`src/rtl/uart_rx_sampler_if.sv`:
```
// Receive-side bus of uart_rx_sampler: baud tick, serial line, frame
// configuration and the received-byte handshake toward the controller.
interface uart_rx_sampler_if;
  logic       tick16;
  logic       rx;
  logic [1:0] par;
  logic       d_num;
  logic       s_num;
  logic       rd_ack;
  logic [7:0] dout;
  logic       dout_valid;
  logic       data_ready;
  logic [2:0] err;

  modport master (
    output tick16, rx, par, d_num, s_num, rd_ack,
    input  dout, dout_valid, data_ready, err
  );

  modport slave (
    input  tick16, rx, par, d_num, s_num, rd_ack,
    output dout, dout_valid, data_ready, err
  );
endinterface

```
`src/rtl/uart_rx_sampler.sv`:
```
// Oversampling UART receiver: mid-bit sampling of a synchronized serial line,
// runtime frame format (7/8 data, none/even/odd parity, 1/2 stop), error flags.
module uart_rx_sampler #(
  parameter int OVS = 16,
  parameter int MID = 7
) (
  input  logic             clk,
  input  logic             reset,
  uart_rx_sampler_if.slave bus
);

  localparam int            CW      = $clog2(OVS);
  localparam logic [CW-1:0] MID_C   = CW'(MID);
  localparam logic [CW-1:0] CNT_ONE = CW'(1);
  localparam logic [CW-1:0] CNT_Z   = {CW{1'b0}};

  typedef enum logic [2:0] {
    ST_IDLE   = 3'd0,
    ST_START  = 3'd1,
    ST_DATA   = 3'd2,
    ST_PARITY = 3'd3,
    ST_STOP1  = 3'd4,
    ST_STOP2  = 3'd5
  } state_t;

  // Error if the data bits plus the received parity bit break the selected parity.
  function automatic logic parity_error(input logic [7:0] data,
                                        input logic       pbit,
                                        input logic       odd);
    logic ones_odd;
    ones_odd     = ^{data, pbit};
    parity_error = odd ? ~ones_odd : ones_odd;
  endfunction

  state_t        state_q, state_d;
  logic [CW-1:0] cnt_q, cnt_d;
  logic [2:0]    bit_q, bit_d;
  logic [7:0]    data_q, data_d;
  logic          perr_q, perr_d;
  logic          ferr_q, ferr_d;
  logic [1:0]    par_q, par_d;
  logic          dnum_q, dnum_d;
  logic          snum_q, snum_d;
  logic          prev_q, prev_d;
  logic [7:0]    dout_q, dout_d;
  logic [2:0]    err_q, err_d;
  logic          valid_q, valid_d;
  logic          ready_q, ready_d;
  logic          sync1_q, sync2_q;

  logic          rx_s;
  logic          mid_s;
  logic          par_en_s;
  logic [2:0]    last_bit_s;
  logic          complete_s;
  logic          stop_err_s;

  assign rx_s       = sync2_q;
  assign mid_s      = (cnt_q == MID_C);
  assign par_en_s   = (par_q == 2'b01) || (par_q == 2'b10);
  assign last_bit_s = dnum_q ? 3'd7 : 3'd6;

  // Two-flop synchronizer for the asynchronous serial line.
  always_ff @(posedge clk or posedge reset) begin
    if (reset) begin
      sync1_q <= 1'b1;
      sync2_q <= 1'b1;
    end else begin
      sync1_q <= bus.rx;
      sync2_q <= sync1_q;
    end
  end

  // Frame FSM, sampling datapath and output/handshake next-state logic.
  always_comb begin
    state_d    = state_q;
    cnt_d      = cnt_q;
    bit_d      = bit_q;
    data_d     = data_q;
    perr_d     = perr_q;
    ferr_d     = ferr_q;
    par_d      = par_q;
    dnum_d     = dnum_q;
    snum_d     = snum_q;
    prev_d     = prev_q;
    dout_d     = dout_q;
    err_d      = err_q;
    valid_d    = 1'b0;
    ready_d    = ready_q;
    complete_s = 1'b0;
    stop_err_s = 1'b0;

    if (bus.rd_ack) begin
      ready_d = 1'b0;
    end else begin
      ready_d = ready_q;
    end

    if (bus.tick16) begin
      prev_d = rx_s;
      cnt_d  = cnt_q + CNT_ONE;
      case (state_q)
        ST_IDLE: begin
          cnt_d = CNT_Z;
          if (prev_q && !rx_s) begin
            state_d = ST_START;
          end else begin
            state_d = ST_IDLE;
          end
        end
        ST_START: begin
          if (mid_s) begin
            if (!rx_s) begin
              state_d = ST_DATA;
              bit_d   = 3'd0;
              data_d  = 8'h00;
              perr_d  = 1'b0;
              ferr_d  = 1'b0;
              par_d   = bus.par;
              dnum_d  = bus.d_num;
              snum_d  = bus.s_num;
            end else begin
              state_d = ST_IDLE;
              cnt_d   = CNT_Z;
            end
          end else begin
            state_d = ST_START;
          end
        end
        ST_DATA: begin
          if (mid_s) begin
            data_d[bit_q] = rx_s;
            if (bit_q == last_bit_s) begin
              state_d = par_en_s ? ST_PARITY : ST_STOP1;
            end else begin
              bit_d = bit_q + 3'd1;
            end
          end else begin
            state_d = ST_DATA;
          end
        end
        ST_PARITY: begin
          if (mid_s) begin
            perr_d  = parity_error(data_q, rx_s, par_q == 2'b10);
            state_d = ST_STOP1;
          end else begin
            state_d = ST_PARITY;
          end
        end
        ST_STOP1: begin
          if (mid_s) begin
            if (snum_q) begin
              ferr_d  = ~rx_s;
              state_d = ST_STOP2;
            end else begin
              complete_s = 1'b1;
              stop_err_s = ~rx_s;
            end
          end else begin
            state_d = ST_STOP1;
          end
        end
        ST_STOP2: begin
          if (mid_s) begin
            complete_s = 1'b1;
            stop_err_s = ferr_q | ~rx_s;
          end else begin
            state_d = ST_STOP2;
          end
        end
        default: begin
          state_d = ST_IDLE;
          cnt_d   = CNT_Z;
        end
      endcase
    end else begin
      state_d = state_q;
    end

    // An ack landing on the completion cycle consumes the old byte, so no overrun.
    if (complete_s) begin
      dout_d  = data_q;
      err_d   = {ready_q & ~bus.rd_ack, stop_err_s, perr_q};
      valid_d = 1'b1;
      ready_d = 1'b1;
      state_d = ST_IDLE;
      cnt_d   = CNT_Z;
    end else begin
      valid_d = 1'b0;
    end
  end

  // State, datapath and registered outputs.
  always_ff @(posedge clk or posedge reset) begin
    if (reset) begin
      state_q <= ST_IDLE;
      cnt_q   <= CNT_Z;
      bit_q   <= 3'd0;
      data_q  <= 8'h00;
      perr_q  <= 1'b0;
      ferr_q  <= 1'b0;
      par_q   <= 2'b00;
      dnum_q  <= 1'b0;
      snum_q  <= 1'b0;
      prev_q  <= 1'b1;
      dout_q  <= 8'h00;
      err_q   <= 3'b000;
      valid_q <= 1'b0;
      ready_q <= 1'b0;
    end else begin
      state_q <= state_d;
      cnt_q   <= cnt_d;
      bit_q   <= bit_d;
      data_q  <= data_d;
      perr_q  <= perr_d;
      ferr_q  <= ferr_d;
      par_q   <= par_d;
      dnum_q  <= dnum_d;
      snum_q  <= snum_d;
      prev_q  <= prev_d;
      dout_q  <= dout_d;
      err_q   <= err_d;
      valid_q <= valid_d;
      ready_q <= ready_d;
    end
  end

  assign bus.dout       = dout_q;
  assign bus.err        = err_q;
  assign bus.dout_valid = valid_q;
  assign bus.data_ready = ready_q;

endmodule

```
`src/flat_wrapper.sv`:
```
// flat-port wrapper written by rule: the top's interface ports become plain ports
module uart_rx_sampler_flat 
#(
  parameter int OVS = 16,
  parameter int MID = 7
)
  (clk, reset, bus_tick16, bus_rx, bus_par, bus_d_num, bus_s_num, bus_rd_ack, bus_dout, bus_dout_valid, bus_data_ready, bus_err);
  uart_rx_sampler_if bus_i ();
  input  logic clk;
  input  logic reset;
  input wire logic [$bits(bus_i.tick16)-1:0] bus_tick16;
  input wire logic [$bits(bus_i.rx)-1:0] bus_rx;
  input wire logic [$bits(bus_i.par)-1:0] bus_par;
  input wire logic [$bits(bus_i.d_num)-1:0] bus_d_num;
  input wire logic [$bits(bus_i.s_num)-1:0] bus_s_num;
  input wire logic [$bits(bus_i.rd_ack)-1:0] bus_rd_ack;
  output wire logic [$bits(bus_i.dout)-1:0] bus_dout;
  output wire logic [$bits(bus_i.dout_valid)-1:0] bus_dout_valid;
  output wire logic [$bits(bus_i.data_ready)-1:0] bus_data_ready;
  output wire logic [$bits(bus_i.err)-1:0] bus_err;
  assign bus_i.tick16 = bus_tick16;
  assign bus_i.rx = bus_rx;
  assign bus_i.par = bus_par;
  assign bus_i.d_num = bus_d_num;
  assign bus_i.s_num = bus_s_num;
  assign bus_i.rd_ack = bus_rd_ack;
  assign bus_dout = bus_i.dout;
  assign bus_dout_valid = bus_i.dout_valid;
  assign bus_data_ready = bus_i.data_ready;
  assign bus_err = bus_i.err;
  uart_rx_sampler #(.OVS(OVS), .MID(MID)) u_core (.clk(clk), .reset(reset), .bus(bus_i));
endmodule
```
`config.mk`:
```
export PLATFORM = sky130hd
export DESIGN_NAME = uart_rx_sampler_flat
export DESIGN_NICKNAME = d
export VERILOG_FILES = /design/src/rtl/uart_rx_sampler_if.sv /design/src/rtl/uart_rx_sampler.sv /design/src/flat_wrapper.sv
export SDC_FILE = /design/constraint.sdc
export NUM_CORES = 1
export LEC_CHECK = 0
export ABC_CLOCK_PERIOD_IN_PS = 2710
export CAP_MARGIN = 30
export CORE_ASPECT_RATIO = 0.75
export CORE_UTILIZATION = 56
export CTS_CLUSTER_DIAMETER = 150
export DETAILED_ROUTE_END_ITERATION = 12
export HOLD_SLACK_MARGIN = 0.1
export PLACE_DENSITY = 0.79
export SLEW_MARGIN = 0
export SYNTH_ARGS = -nofsm -noshare
export SYNTH_HDL_FRONTEND = slang
export SYNTH_SLANG_ARGS = --single-unit
```
`constraint.sdc`:
```
create_clock -name clk -period 2.71 [get_ports clk]
set_clock_uncertainty 0.2 [all_clocks]
set_input_delay 0.6775 -clock clk [delete_from_list [all_inputs] [get_ports clk]]
set_output_delay 0.6775 -clock clk [all_outputs]
set_load 0.01 [all_outputs]
```
==> results of run 1 <==
## flip-flops by register name, indices dropped and copies added, names as in the netlist, 2 cells and up
register / cells
u_core.state_q: 3
u_core.bus.err: 3
u_core.cnt_q: 4
u_core.bus.dout: 8
u_core.bit_q: 3
u_core.data_q: 8
u_core.par_q: 2
## power by group through the flow
stage / registers [mW] / logic, mW / clock network [mW]
2_1_floorplan: 0.684 / 0.205 / 0
3_3_place_gp: 0.722 / 0.209 / 0
3_5_place_dp: 0.726 / 0.222 / 0
4_1_cts: 0.717 / 0.224 / 0.510
5_1_grt: 0.731 / 0.253 / 0.535
6_report: 0.718 / 0.223 / 0.500
## final cells by class
type | instances | area [sq um]
Timing Repair Buffer | 25 | 240
Clock inverter | 3 | 47.5
Fill cell | 258 | 990
Inverter | 13 | 48.8
Sequential cell | 40 | 1000
Clock buffer | 5 | 68.8
Tap cell | 50 | 62.6
Multi-Input combinational cell | 130 | 983
## final timing paths
check	start	to	slack (ps)	cells past startpoint
setup / recovery	u_core.cnt_q[1]	u_core.state_q[1]	400	5
hold / removal	u_core.sync1_q	u_core.rx_s	160	0
setup reg to reg	u_core.cnt_q[1]	u_core.state_q[1]	400	5
hold reg to reg	u_core.sync1_q	u_core.rx_s	160	0
max in group asynchronous	reset	u_core.prev_q	1330	3
min in group asynchronous	reset	u_core.bus.data_ready	610	3
## routing by layer
layer  part of all wire (%)  track usage (%)
met1                     45             34.0
met5                      0                0
met4                   0.86             6.44
met2                     47             38.4
met3                    7.1             6.02
## cells by family (layout without fill, tap and decap cells)
| kind of cell | count (synthesis) | after routing | share of synthesized area, % |
|---|---|---|---|
| fa+ha+maj | 3 | 3 | 1.76 |
| flops | 40 | 40 | 47.2 |
| compound gates | 53 | 53 | 16.7 |
| simple gates | 45 | 45 | 12.5 |
| buf+inv | 25 | 46 | 6.53 |
| mux | 20 | 20 | 10.9 |
| xor+xnor | 9 | 9 | 4.35 |
## placed cells by master, fill, tap and decap left out, drive strengths merged, types with 3 or more instances in the layout
master	netlist	layout
buf	9	4
clkbuf	3	5
mux2i	3	3
ha	3	3
clkdlybuf4s50	0	21
inv	13	13
nor3	3	3
a21o	3	3
nand3	6	6
nor3b	3	3
a21oi	8	8
dfrtp	37	37
xnor2	6	6
mux2	17	17
dfstp	3	3
nor2	5	5
nand2	10	10
o21ai	18	18
nor2b	6	6
o31ai	4	4
a31oi	4	4
## stage by stage
stage | util [%] | cell area, sq um | setup slack [ps]
2_1_floorplan | - | 2130 | 720
3_3_place_gp | 67.9 | 2340 | 281
3_5_place_dp | 67.9 | 2340 | 166
4_1_cts | 71.3 | 2460 | 455
5_1_grt | 71.3 | 2460 | 249
6_report | 71.3 | 2460 | 399
==> impl_metrics.ini, run 1 <==
[route]
vias_per_cell = 5.94
routed_wl_um = 4300
drt_iter0_drc = 109
first_pass_iters = 6
drc = 0
wl_per_cell_um = 16.2
ant_nets = 0
num_vias = 1580

[clock_network]
post_cts_buffers = 0
cts_tree = yes
postCtsHoldBufs = 0
cts_inserted_buffers = 5
cts-root-buf = clkbuf_8
clkSinkCount = 40
clockBufferDepth = 2
clk_latency_ps = 300
cts_max_level = 2
clkTransAtPathRegs_ps = 80
cts-resized-gates = 0

[layout]
diodes = 0
final_cells = 266
area_growth_pct = 15.5
final_nets = 227
drive_above_1_share_pct = 18.1

[power_and_ir_drop]
power.switching_mw = 0.410
p_clk_share_pct = 34.7
p_leak_nw = 1.09
p_int_mw = 1.03
peakVddDrop_mv = 0.424
p_per_area_mw_per_mm2 = 587
p_seq_share_pct = 49.8
finalPower_mw = 1.44
power_frac_comb_pct = 15.5
switching_share_pct = 28.4

[die]
start_util_pct = 61.7
row_count = 18
num_io_pins = 22
die_height_um = 55.4
dieWidth_um = 73.2
core_sq_mm = 0.00345
die-area_sq_mm = 0.00405

[timing]
setup_violations = 0
slew_viol_final = 0
grt_setup_unrepaired = no
fmax_ghz = 0.433
min_period_over_period_pct = 85.3
tns_ps = 0
hold_violations = 0
relSlewSlack_pct = 63.0
tightest_slew_ps = 553
whs_ps = 160
fin_crit_ps = 2310

[critical_path]
worstPathRequired_ps = 2690
path_buf_inv = 0
cp_slowest_stage_delay_ps = 430
crit_path_cell_trace = ha_1, and3b_1, nand2_1, o21ai_0, mux2_2
cp_top_family = simple AND/OR/NAND/NOR gates
endpoint_kind = register
path_max_fanout = 10
cp-start-kind = register
arrival_ps = 2290
crit_type = reg2reg
slowest_stage = o21ai_0

[grt]
grt_max_degree = 41
grt_pass1_wl_um = 7510
grt-ovfl-total = 0
grt_pass1_vias = 1558
antenna_found_initial = 0
grt_use_total_pct = 24.5

[job]
cap_violations = 0

[hold_path]
worstHoldPathType = reg2reg

[logic_synthesis]
async_flop_share_pct = 100
synthesis.nets = 207
synth_top_cell_by_area = dfrtp_1
synth_top_area_share_pct = 43.5
postSynthAreaPerCell_sq_um = 10.9
synth-seq-cells = 40
yosysUniqueCellTypes = 51
yosysSeqAreaShare_pct = 47.2
yosys-top-cells-area = dfrtp_1, mux2_2, o21ai_0
synth_area_sq_mm = 0.00213
synth_edf_count = 0
yosysWarningCount = 0
synth_cells = 195
synth_ff_type = dfrtp_1
yosys.cell_count.top_type = dfrtp_1
synth_commonest_cells = dfrtp_1, o21ai_0, mux2_2, inv_1, nand2_1

[place]
place_congestion = 0.867
io_buffers = 21
dpl.hpwl_um = 3130
dpl.cell_count = 258

[status]
status = complete, no violations
Power figures use the tool's default switching activity.
==> inputs of run 2 (changes only) <==
CAP_MARGIN = 15   (was 30)
GPL_TIMING_DRIVEN = 1   (was unset)
REMOVE_ABC_BUFFERS = 1   (was unset)
==> run 2 against run 1 <==
Routed wire length fell by 3.4%. Register-to-register slack about the same. Setup slack worse by 5.3 ps. Critical path depth unchanged. Via count shrank 0.25%. Combinational power is essentially flat. First-iteration DRC count is 18% higher. Clock-buffer cell count up 1. Worst hold slack got worse by 2.2 ps. Die area is the same. Sequential cell count stayed put. Critical endpoint unchanged. Largest cell class unchanged.
==> impl_metrics.ini, run 2 (synthesized netlist as in run 1, its figures left out) <==
[critical_path]
cp-start-kind = register
reg2regPathDepth = 5
path_max_fanout = 10
endpoint_kind = register
crit_start = u_core.cnt_q[0]
setup.worst_path.end = u_core.state_q[1]
crit_type = reg2reg
cp_slowest_stage_delay_ps = 440
arrival_ps = 2290
worstPathRequired_ps = 2680
worstReg2RegStart = u_core.cnt_q[0]
rrSetupSlack_ps = 390
reg2reg_to = u_core.state_q[1]
slowest_stage = o21ai_0
crit_path_cell_trace = ha_1, and3b_1, nand2_1, o21ai_0, mux2_2

[timing]
whs_ps = 158
grt_setup_unrepaired = no
tightest_slew_ps = 521
slew_viol_final = 0
fmax_ghz = 0.432
fin_ws_ps = 394
min_period_over_period_pct = 85.5
hold_violations = 0
setup_violations = 0
tns_ps = 0
relSlewSlack_pct = 65.1
fin_crit_ps = 2320

[route]
routed_wl_um = 4150
ant_nets = 0
drc = 0
wl_per_cell_um = 15.7
vias_per_cell = 5.95
first_pass_iters = 4
num_vias = 1576
drt_iter0_drc = 129

[clock_network]
cts-resized-gates = 0
clk_latency_ps = 290
post_cts_buffers = 0
cts-root-buf = clkbuf_8
cts_max_level = 2
clkTransAtPathRegs_ps = 60
postCtsHoldBufs = 0
clkSinkCount = 40
cts_tree = yes
clockBufferDepth = 2
cts_inserted_buffers = 5

[layout]
fin_area_sq_mm = 0.00242
final_common_cell = dfrtp_1
layout_common_cells = dfrtp_1, clkdlybuf4s50_1, o21ai_0, mux2_2, inv_1
area_growth_pct = 13.6
diodes = 0
final_util_pct = 70.2
drive_above_1_share_pct = 17.2
final_cells = 265
final_nets = 227

[status]
status = complete, no violations

[power_and_ir_drop]
peakVddDrop_mv = 0.373
p_per_area_mw_per_mm2 = 539
finalPower_mw = 1.30
p_leak_nw = 1.08

[die]
dieWidth_um = 73.2
start_util_pct = 61.7
core_sq_mm = 0.00345
die_height_um = 55.4
die-area_sq_mm = 0.00405
row_count = 18
num_io_pins = 22

[grt]
grt_pass1_vias = 1550
grt_use_total_pct = 23.7
grt-ovfl-total = 0
grt_pass1_wl_um = 7260
grt_max_degree = 41
antenna_found_initial = 0

[place]
place_congestion = 0.898
dpl.hpwl_um = 2990
pre_cts_slack_ps = 187
io_buffers = 21
placed_area_sq_mm = 0.00234
dpl.cell_count = 258

[hold_path]
worstHoldPathType = reg2reg

[job]
cap_violations = 0
==> run 2: worst min path at each step <==
stage	cells past startpoint	start	to	slack [ps]
after global routing	0	u_core.sync1_q	u_core.rx_s	160
after global placement	0	u_core.sync1_q	u_core.rx_s	150
after CTS	0	u_core.sync1_q	u_core.rx_s	160
after floorplan	0	u_core.sync1_q	u_core.rx_s	150
final	0	u_core.sync1_q	u_core.rx_s	160
after detailed placement	0	u_core.sync1_q	u_core.rx_s	150
==> run 2: metal layers <==
| metal | track usage [%] | wire length, um |
|---|---|---|
| met1 | 33.0 | 1860 |
| met2 | 35.4 | 1860 |
| met3 | 5.84 | 365 |
| met5 | 0 | 0 |
| met4 | 9.52 | 61 |
==> run 2: power by group <==
part	internal, mW	switching, mW	total, mW
Sequential	0.643	0.0744	0.718
Clock	0.175	0.191	0.365
Combinational	0.111	0.108	0.220
==> run 2: area by class of cell <==
class,instances,area (sq um)
fill,263,1030
sequential,40,1000
multi-input combinational,130,983
timing repair buffer,25,240
clock buffer,6,72.6
tap,50,62.6
inverter,13,48.8
clock inverter,1,5.00
==> run 2: worst max-delay path: cells and delay by family (launching register included) <==
kind	cells	cell delay (ps)
adder cells (fa/ha/maj)	1	230
flip-flops	1	380
AND/OR/NAND/NOR	2	550
AO/OA/AOI/OAI	1	440
multiplexers	1	400
==> inputs of run 3 (changes only) <==
SETUP_SLACK_MARGIN = 0.4   (was unset)
==> run 3 against run 2 <==
Setup slack better by 160 ps. Clock power is essentially flat. Maximum frequency is 7.6% higher. Cell count unchanged. Critical path type unchanged.
==> impl_metrics.ini, run 3 (synthesized netlist as in run 1, its figures left out) <==
[critical_path]
crit_start = u_core.state_q[2]
worstSetupPathDepth = 4
endpoint_kind = register
worstReg2RegStart = u_core.state_q[2]
worstPathRequired_ps = 2690
rrSetupSlack_ps = 560
cp-start-kind = register
crit_path_cell_trace = nor2b_1, and4b_1, buf_4, mux2_2
arrival_ps = 2130
slowest_stage = dfrtp_1
cp_top_family = flip-flops
reg2regPathDepth = 4
reg2reg_to = u_core.bus.dout[6]
path_max_fanout = 14
crit_type = reg2reg
path_buf_inv = 1
cp_slowest_stage_delay_ps = 620

[route]
num_vias = 1583
first_pass_iters = 5
drc = 0
routed_wl_um = 4110
wl_per_cell_um = 15.5
drt_iter0_drc = 87
ant_nets = 0
vias_per_cell = 5.97

[job]
cap_violations = 0

[power_and_ir_drop]
peakVddDrop_mv = 0.376
p_per_area_mw_per_mm2 = 538
p_leak_nw = 1.08
finalPower_mw = 1.30

[grt]
grt_max_degree = 41
grt_pass1_vias = 1550
grt_use_total_pct = 23.7
antenna_found_initial = 0
grt_pass1_wl_um = 7260
grt-ovfl-total = 0

[timing]
fmax_ghz = 0.465
grt_setup_unrepaired = no
tns_ps = 0
slew_viol_final = 0
fin_crit_ps = 2150
tightest_slew_ps = 510
min_period_over_period_pct = 79.4
hold_violations = 0
setup_violations = 0
relSlewSlack_pct = 65.9

[clock_network]
cts_inserted_buffers = 5
clkTransAtPathRegs_ps = 80
clkSinkCount = 40
postCtsHoldBufs = 0
post_cts_buffers = 0
clockBufferDepth = 2
clk_latency_ps = 290
cts-root-buf = clkbuf_8
cts_tree = yes
cts_max_level = 2

[layout]
diodes = 0
fin_area_sq_mm = 0.00242
fillCellCount = 260
final_common_cell = dfrtp_1
multi_input_area_sq_um = 987
drive_above_1_share_pct = 18.1
seqCellArea_sq_mm = 0.00100
layout_common_cells = dfrtp_1, clkdlybuf4s50_1, o21ai_0, mux2_2, inv_1
final_cells = 265
area_growth_pct = 13.8
final_nets = 227

[place]
io_buffers = 21
dpl.hpwl_um = 2990
place_congestion = 0.898
placed_area_sq_mm = 0.00234
dpl.cell_count = 258

[die]
row_count = 18
num_io_pins = 22
core_sq_mm = 0.00345
dieWidth_um = 73.2
start_util_pct = 61.7
die-area_sq_mm = 0.00405
die_height_um = 55.4

[hold_path]
min_from = u_core.sync1_q
whs_path_depth = 0
hold_end = u_core.rx_s
worstHoldPathType = reg2reg

[status]
status = complete, no violations
==> run 3: what timing repair did <==
action                                  in CTS  in global routing
hold endpoints to repair                     0                  0
gates resized for setup                      0                  3
endpoints found under the setup margin       0                  9
==> run 3: where the power goes <==
part | internal (mW) | total (mW) | switching, mW
Sequential | 0.643 | 0.717 | 0.0735
Combinational | 0.112 | 0.219 | 0.108
Clock | 0.175 | 0.367 | 0.192
Total | 0.929 | 1.30 | 0.373
==> run 3: through the flow <==
stage	hold WS, ps	worst slack (ps)	util, %
after floorplan	145	552	-
after global placement	146	265	67.9
after detailed placement	149	187	67.9
after CTS	159	472	70.2
after global routing	160	416	70.3
final	157	557	70.3
==> run 3: final cells by class <==
type / count / area share, %
clock inverters: 1 / 0.207
multi-input cells: 130 / 40.8
clock buffers: 6 / 3.00
flip-flops and latches: 40 / 41.5
inverters: 13 / 2.02
repair buffers: 25 / 9.92
well taps: 50 / 2.58
==> run 3: metal layers <==
layer | part of all wire, % | GRT usage, %
met4 | 1.9 | 9.52
met3 | 6.7 | 5.84
met1 | 45 | 33.0
met5 | 0 | 0
met2 | 46 | 35.4
==> run 3: worst max-delay path by stage <==
stage | end | slack [ps]
after floorplan | u_core.bus.dout[3] | 550
after global placement | u_core.snum_q | 270
after detailed placement | u_core.par_q[0] | 190
after CTS | u_core.state_q[1] | 470
after global routing | u_core.bus.dout[6] | 420
final | u_core.bus.dout[6] | 560
